### src/rtl/pattern_buffer_bank_if.sv
// Serial load/readback link of the pattern buffer bank.
//   sclk  - serial shift clock (async to the system clock)
//   sin   - serial data, MSB of the highest word first
//   ssel  - frame select, active-high
//   saddr - target buffer, captured when a frame opens
//   sout  - serial readback, MSB of the shadow chain
// The master modport drives the frame; the slave modport is the bank side.
interface pattern_buffer_bank_if #(
    parameter int unsigned BUFP_W = 3
);
    logic              sclk;
    logic              sin;
    logic              ssel;
    logic [BUFP_W-1:0] saddr;
    logic              sout;

    modport master (output sclk, output sin, output ssel, output saddr, input sout);
    modport slave  (input sclk, input sin, input ssel, input saddr, output sout);
endinterface

### src/rtl/pattern_buffer_bank.sv
// Bank of NUM_BUFS pattern buffers, each BUF_SIZE words of BUF_WIDTH bits.
// Loaded through a serial shadow chain that is oversampled in the clk domain
// and committed as a whole when a complete frame ends. Read out through the
// buffer/field pointers.
//   clk, rst        - system clock, asynchronous active-high reset
//   ser             - serial link (sclk/sin/ssel/saddr in, sout out)
//   bufp_in/fieldp_in, ld_*/inc_* - pointer load and increment controls
//   pattern_out     - registered copy of buffer[bufp]
//   field_byte_out  - registered buffer[bufp][fieldp]
//   load_done       - 1-cycle pulse while a commit is performed
//   load_err        - 1-cycle pulse when a short frame is aborted
module pattern_buffer_bank #(
    parameter int unsigned BUF_WIDTH = 8,
    parameter int unsigned BUF_SIZE  = 32,
    parameter int unsigned NUM_BUFS  = 8,
    parameter int unsigned BUFP_W    = 3,
    parameter int unsigned FIELDP_W  = 5
) (
    input  logic                          clk,
    input  logic                          rst,
    pattern_buffer_bank_if.slave          ser,
    input  logic [BUFP_W-1:0]             bufp_in,
    input  logic [FIELDP_W-1:0]           fieldp_in,
    input  logic                          ld_bufp,
    input  logic                          inc_bufp,
    input  logic                          ld_fieldp,
    input  logic                          inc_fieldp,
    output logic [BUF_SIZE*BUF_WIDTH-1:0] pattern_out,
    output logic [BUF_WIDTH-1:0]          field_byte_out,
    output logic                          load_done,
    output logic                          load_err
);
    localparam int unsigned TOTAL = BUF_SIZE * BUF_WIDTH;
    localparam int unsigned CNT_W = $clog2(TOTAL + 1);

    typedef enum logic [1:0] {IDLE, SHIFT, COMMIT} state_t;

    state_t             state_q, state_d;
    logic [BUFP_W-1:0]  target_q, target_d;
    logic [CNT_W-1:0]   cnt_q, cnt_d;
    logic [TOTAL-1:0]   shadow_q, shadow_d;
    logic               err_q, err_d;
    logic               commit;

    logic [TOTAL-1:0]   mem_q [NUM_BUFS];
    logic [BUFP_W-1:0]  bufp_q, bufp_d;
    logic [FIELDP_W-1:0] fieldp_q, fieldp_d;
    logic [TOTAL-1:0]   pattern_q;
    logic [BUF_WIDTH-1:0] field_q;

    // Stage [1] is the synchronised value; stage [2] only exists for edge detection.
    logic [2:0] sclk_sync_q;
    logic [1:0] sin_sync_q;
    logic [2:0] ssel_sync_q;

    logic shift_ev, ssel_rise, ssel_fall;

    always_ff @(posedge clk or posedge rst) begin
        if (rst) begin
            sclk_sync_q <= '0;
            sin_sync_q  <= '0;
            ssel_sync_q <= '0;
        end else begin
            sclk_sync_q <= {sclk_sync_q[1:0], ser.sclk};
            sin_sync_q  <= {sin_sync_q[0], ser.sin};
            ssel_sync_q <= {ssel_sync_q[1:0], ser.ssel};
        end
    end

    assign shift_ev  =  sclk_sync_q[1] & ~sclk_sync_q[2];
    assign ssel_rise =  ssel_sync_q[1] & ~ssel_sync_q[2];
    assign ssel_fall = ~ssel_sync_q[1] &  ssel_sync_q[2];

    always_ff @(posedge clk or posedge rst) begin
        if (rst) begin
            state_q  <= IDLE;
            target_q <= '0;
            cnt_q    <= '0;
            shadow_q <= '0;
            err_q    <= 1'b0;
        end else begin
            state_q  <= state_d;
            target_q <= target_d;
            cnt_q    <= cnt_d;
            shadow_q <= shadow_d;
            err_q    <= err_d;
        end
    end

    always_comb begin
        state_d  = state_q;
        target_d = target_q;
        cnt_d    = cnt_q;
        shadow_d = shadow_q;
        err_d    = 1'b0;
        commit   = 1'b0;
        case (state_q)
            IDLE: begin
                if (ssel_rise) begin
                    state_d  = SHIFT;
                    target_d = BUFP_W'(ser.saddr % NUM_BUFS);
                    cnt_d    = '0;
                end
            end
            SHIFT: begin
                if (shift_ev) begin
                    shadow_d = {shadow_q[TOTAL-2:0], sin_sync_q[1]};
                    // Overlong frames keep shifting but the count stays pinned at full.
                    if (cnt_q != CNT_W'(TOTAL)) begin
                        cnt_d = cnt_q + 1'b1;
                    end
                end
                if (ssel_fall) begin
                    if (cnt_q == CNT_W'(TOTAL)) begin
                        state_d = COMMIT;
                    end else begin
                        state_d = IDLE;
                        err_d   = 1'b1;
                    end
                end
            end
            COMMIT: begin
                commit  = 1'b1;
                state_d = IDLE;
            end
            default: state_d = IDLE;
        endcase
    end

    always_ff @(posedge clk or posedge rst) begin
        if (rst) begin
            for (int unsigned i = 0; i < NUM_BUFS; i++) begin
                mem_q[i] <= '0;
            end
        end else if (commit) begin
            mem_q[target_q] <= shadow_q;
        end
    end

    // A bufp update in a cycle freezes fieldp for that cycle.
    always_comb begin
        bufp_d   = bufp_q;
        fieldp_d = fieldp_q;
        if (ld_bufp) begin
            bufp_d = BUFP_W'(bufp_in % NUM_BUFS);
        end else if (inc_bufp) begin
            bufp_d = (bufp_q == BUFP_W'(NUM_BUFS - 1)) ? '0 : bufp_q + 1'b1;
        end else if (ld_fieldp) begin
            fieldp_d = FIELDP_W'(fieldp_in % BUF_SIZE);
        end else if (inc_fieldp) begin
            fieldp_d = (fieldp_q == FIELDP_W'(BUF_SIZE - 1)) ? '0 : fieldp_q + 1'b1;
        end
    end

    always_ff @(posedge clk or posedge rst) begin
        if (rst) begin
            bufp_q    <= '0;
            fieldp_q  <= '0;
            pattern_q <= '0;
            field_q   <= '0;
        end else begin
            bufp_q    <= bufp_d;
            fieldp_q  <= fieldp_d;
            pattern_q <= mem_q[bufp_q];
            field_q   <= mem_q[bufp_q][fieldp_q*BUF_WIDTH +: BUF_WIDTH];
        end
    end

    assign pattern_out    = pattern_q;
    assign field_byte_out = field_q;
    assign load_done      = (state_q == COMMIT);
    assign load_err       = err_q;
    assign ser.sout       = shadow_q[TOTAL-1];
endmodule
### src/flat_wrapper.sv
// flat-port wrapper written by rule: the top's interface ports become plain ports
module pattern_buffer_bank_flat 
#(
    parameter int unsigned BUF_WIDTH = 8,
    parameter int unsigned BUF_SIZE  = 32,
    parameter int unsigned NUM_BUFS  = 8,
    parameter int unsigned BUFP_W    = 3,
    parameter int unsigned FIELDP_W  = 5
)
  (clk, rst, bufp_in, fieldp_in, ld_bufp, inc_bufp, ld_fieldp, inc_fieldp, pattern_out, field_byte_out, load_done, load_err, ser_sclk, ser_sin, ser_ssel, ser_saddr, ser_sout);
  pattern_buffer_bank_if #(.BUFP_W(BUFP_W)) ser_i ();
  input  logic clk;
  input  logic rst;
  input  logic [BUFP_W-1:0] bufp_in;
  input  logic [FIELDP_W-1:0] fieldp_in;
  input  logic ld_bufp;
  input  logic inc_bufp;
  input  logic ld_fieldp;
  input  logic inc_fieldp;
  output logic [BUF_SIZE*BUF_WIDTH-1:0] pattern_out;
  output logic [BUF_WIDTH-1:0] field_byte_out;
  output logic load_done;
  output logic load_err;
  input wire logic [$bits(ser_i.sclk)-1:0] ser_sclk;
  input wire logic [$bits(ser_i.sin)-1:0] ser_sin;
  input wire logic [$bits(ser_i.ssel)-1:0] ser_ssel;
  input wire logic [$bits(ser_i.saddr)-1:0] ser_saddr;
  output wire logic [$bits(ser_i.sout)-1:0] ser_sout;
  assign ser_i.sclk = ser_sclk;
  assign ser_i.sin = ser_sin;
  assign ser_i.ssel = ser_ssel;
  assign ser_i.saddr = ser_saddr;
  assign ser_sout = ser_i.sout;
  pattern_buffer_bank #(.BUF_WIDTH(BUF_WIDTH), .BUF_SIZE(BUF_SIZE), .NUM_BUFS(NUM_BUFS), .BUFP_W(BUFP_W), .FIELDP_W(FIELDP_W)) u_core (.clk(clk), .rst(rst), .ser(ser_i), .bufp_in(bufp_in), .fieldp_in(fieldp_in), .ld_bufp(ld_bufp), .inc_bufp(inc_bufp), .ld_fieldp(ld_fieldp), .inc_fieldp(inc_fieldp), .pattern_out(pattern_out), .field_byte_out(field_byte_out), .load_done(load_done), .load_err(load_err));
endmodule
### config.mk
export PLATFORM = sky130hd
export DESIGN_NAME = pattern_buffer_bank_flat
export DESIGN_NICKNAME = d
export VERILOG_FILES = /design/src/rtl/pattern_buffer_bank_if.sv /design/src/rtl/pattern_buffer_bank.sv /design/src/flat_wrapper.sv
export SDC_FILE = /design/constraint.sdc
export NUM_CORES = 2
export LEC_CHECK = 0
export CAP_MARGIN = 20
export CORE_ASPECT_RATIO = 0.75
export CORE_MARGIN = 2
export CORE_UTILIZATION = 37
export CTS_BUF_LIST = sky130_fd_sc_hd__clkbuf_4 sky130_fd_sc_hd__clkbuf_8 sky130_fd_sc_hd__clkbuf_16
export DETAILED_ROUTE_END_ITERATION = 8
export PLACE_DENSITY = 0.53
export SETUP_SLACK_MARGIN = 0.05
export SYNTH_ARGS = -nofsm -noshare
export SYNTH_HDL_FRONTEND = slang
export SYNTH_SLANG_ARGS = --single-unit
### constraint.sdc
create_clock -name clk -period 250.4 [get_ports clk]
set_clock_uncertainty 0.05 [all_clocks]
set_input_delay 50.08 -clock clk [delete_from_list [all_inputs] [get_ports clk]]
set_output_delay 50.08 -clock clk [all_outputs]
set_load 0.01 [all_outputs]
==> impl_metrics.tcl <==
set metrics [dict create \
    hold_path_end "u_core.sclk_sync_q[1]" \
    cts-root-buf "clkbuf_16" \
    maxSlewHeadroom_pct 19.47 \
    wl_um 328400 \
    cts_buffer_depth 4 \
    cts-buffers-inserted 285 \
    first_iter_violations 4624 \
    post_drt_wl_per_cell_um 28.27 \
    r2r_cells 13 \
    maxCapViolCount 0 \
    period_share_pct 22.13 \
    p_sw_mw 0.2365 \
    insertion_delay_ns 0.85 \
    grt_pass1_vias 67353 \
    r2r_setup_slack_ns 243.07 \
    switching_share_pct 24.99 \
    drtPass1Iterations 8 \
    intPower_mw 0.7099 \
    powerDensity_nw_per_um2 7.422 \
    cp-end-kind "asynchronous set/reset pin" \
    vdd_drop_max_uv 5.123 \
    cts_sinks 2599 \
    gp_congestion 0.8048 \
    fillerInstances 27155 \
    seqCellArea_um2 65050 \
    min-delay-start "u_core.sclk_sync_q[0]" \
    start_kind "input port" \
    num_io_pins 287 \
    viasPerCell 5.475 \
    synth_warnings 0 \
    fp.coreArea_um2 302400 \
    rows 175 \
    tns_ns 0 \
    grt_max_degree 181 \
    seqPwrFrac_pct 45.2 \
    hold_viol_final 0 \
    synth_nets 7338 \
    reg2reg_to "u_core.field_byte_out[0]" \
    async_reset_ff_share_pct 100.0 \
    layout_setup_ws_ns 195.00 \
    vias 63604 \
    pre_cts_ws_ns 193.70 \
    grtUsageTotal_pct 21.32 \
    port_buffers 286 \
    finalCriticalPeriod_ns 55.40 \
    p_clk_share_pct 46.3 \
    ctsResizeCount 0 \
    rr_startpoint "u_core.bufp_q[1]" \
    combPwrFrac_pct 8.5 \
    cp.arrival_ns 56.15 \
    cts_tree "done" \
    synth_cells 7312 \
    rsz0062_at_grt "false" \
    crit_fanout 113 \
    hold_class "flip-flop to flip-flop" \
    synth_edf_count 0 \
    grt_pass1_wl_um 483300 \
    finalSetupViolCount 0 \
    min_path_cells 0 \
    cts-htree-levels 5 \
    grt-ovfl-total 0 \
    drc_errors 0 \
    die_y_um 480.8 \
    clk_pin_slew_ns 0.05 \
    cp.required_ns 251.15 \
    layout.nets 7354 \
    syn-cell-area_um2 112200 \
    total_power_mw 0.9465 \
    dpl.hpwl_um 199600 \
    antenna_found_initial 53 \
    leakage_nw 62.72 \
    status "completed" \
    initial_core_util_pct 37.09 \
    tightest_slew_ns 1.208 \
    drv_slew 0 \
    ant_nets 0 \
    ys_seq_area_share_pct 57.99 \
    drive_above_1_share_pct 45.57 \
    multi_input_area_um2 43240 \
    die_w_um 639.8 \
    crit_type "input port to asynchronous set/reset pin" \
    dieArea_um2 307600 \
    ys.flop_type "dfrtp_1" \
    syn_area_per_cell_um2 15.34 \
    postCtsHoldBufs 0 \
    cts_setup_buffers 0 \
    fmax_ghz 0.01805 \
    area_growth_pct 13.70 \
    synth_seq_cells 2599 \
    synth.distinct_cells 80 \
]
[worst max-delay path by stage]
stage | from | to | slack [ns] | cells after the start
5_1_grt | rst | u_core.pattern_out[184] | 193.96 | 8
2_1_floorplan | rst | u_core.bufp_q[0] | 126.80 | 1
4_1_cts | rst | u_core.cnt_q[3] | 194.61 | 8
3_5_place_dp | rst | u_core.cnt_q[2] | 193.70 | 8
3_3_place_gp | rst | u_core.sclk_sync_q[0] | 193.92 | 8
6_report | rst | u_core.cnt_q[3] | 195.00 | 8
[stage by stage]
step | std cells | util [%] | area, um^2 | hold WS (ns)
floorplan | 7312 | - | 112200 | 0.2812
global placement | 11105 | 38.91 | 117700 | 0.2852
detailed placement | 11107 | 38.91 | 117700 | 0.2879
CTS | 11599 | 42.13 | 127400 | 0.3057
global route | 11604 | 42.16 | 127500 | 0.3171
finish | 11617 | 42.17 | 127500 | 0.3029
[kinds of logic after synthesis]
family	after synthesis	synth area share (%)
multiplexers	2893	33.60
flip-flops	2599	57.99
AND/OR/NAND/NOR	778	2.852
buffers and inverters	733	3.544
AO/OA/AOI/OAI	297	1.901
XOR/XNOR	6	0.04685
adder cells (fa/ha/maj)	6	0.06693
[state kept, by name, indices dropped and copies added, names as in the netlist, 2 cells and up]
| signal | cells |
|---|---|
| u_core.mem_q | 2048 |
| u_core.pattern_out | 256 |
| u_core.shadow_q | 256 |
| u_core.cnt_q | 9 |
| u_core.field_byte_out | 8 |
| u_core.fieldp_q | 5 |
| u_core.bufp_q | 3 |
| u_core.sclk_sync_q | 3 |
| u_core.ssel_sync_q | 3 |
| u_core.target_q | 3 |
| u_core.sin_sync_q | 2 |
| u_core.state_q | 2 |
[synthesized netlist by cell type, types with 16 or more instances]
cell type  number  share of area, %
dfrtp_1      2599                58
mux2_2       2353                24
nand2_1       582               1.9
mux4_2        378               7.6
buf_1         273              0.91
clkbuf_1      253              0.85
nor2_1         97              0.32
mux2i_1        96              0.86
o22ai_1        76              0.42
mux4_1         65               1.5
buf_6          64              0.64
buf_2          50              0.22
o21ai_0        43              0.19
buf_4          32              0.21
a21oi_1        30              0.13
a211oi_1       23              0.15
buf_12         23              0.41
inv_1          16             0.054
[power by group through the flow]
stage	logic [mW]	registers, mW	clock network, mW
final	0.0806	0.428	0.438
after global routing	0.0848	0.428	0.467
after CTS	0.0814	0.428	0.449
after detailed placement	0.0812	0.436	0
after global placement	0.0813	0.436	0
after floorplan	0.0505	0.435	0
[per-layer routing]
metal / vias to the layer above / track usage [%] / part of all wire, %
met2: 1475 / 32.24 / 44
li1: 26545 / - / -
met3: 507 / 3.341 / 4.9
met5: - / 0 / 0.0033
met4: 2 / 7.213 / 3.6
met1: 35075 / 31.27 / 47
[area by class of cell]
class                   count  area share [%]
clock buffers             418           6.746
diodes                     13         0.02551
multi-input cells        3980           33.91
clock inverters            74          0.8703
flip-flops and latches   2599           51.01
well taps                4071           3.994
repair buffers            444           3.380
inverters                  18         0.06476
[worst max-delay path, cell delays in order]
cell,delay [ns]
clkdlybuf4s50_1,0.49
inv_8,0.47
buf_4,0.80
buf_4,0.74
buf_4,0.70
buf_4,0.81
buf_4,0.82
buf_4,0.83
[layout by cell type (no fill, tap or decap), types with 56 or more instances in the layout]
master / netlist / final
clkdlybuf4s50_1: 0 / 286
clkbuf_8: 12 / 56
nor2_1: 97 / 96
mux4_1: 65 / 65
clkbuf_4: 2 / 70
mux2_2: 2353 / 2353
nand2_1: 582 / 577
o22ai_1: 76 / 76
mux2i_1: 96 / 96
clkbuf_16: 0 / 292
buf_4: 32 / 137
dfrtp_1: 2599 / 2594
mux4_2: 378 / 378
(Power assumes the default switching activity.)
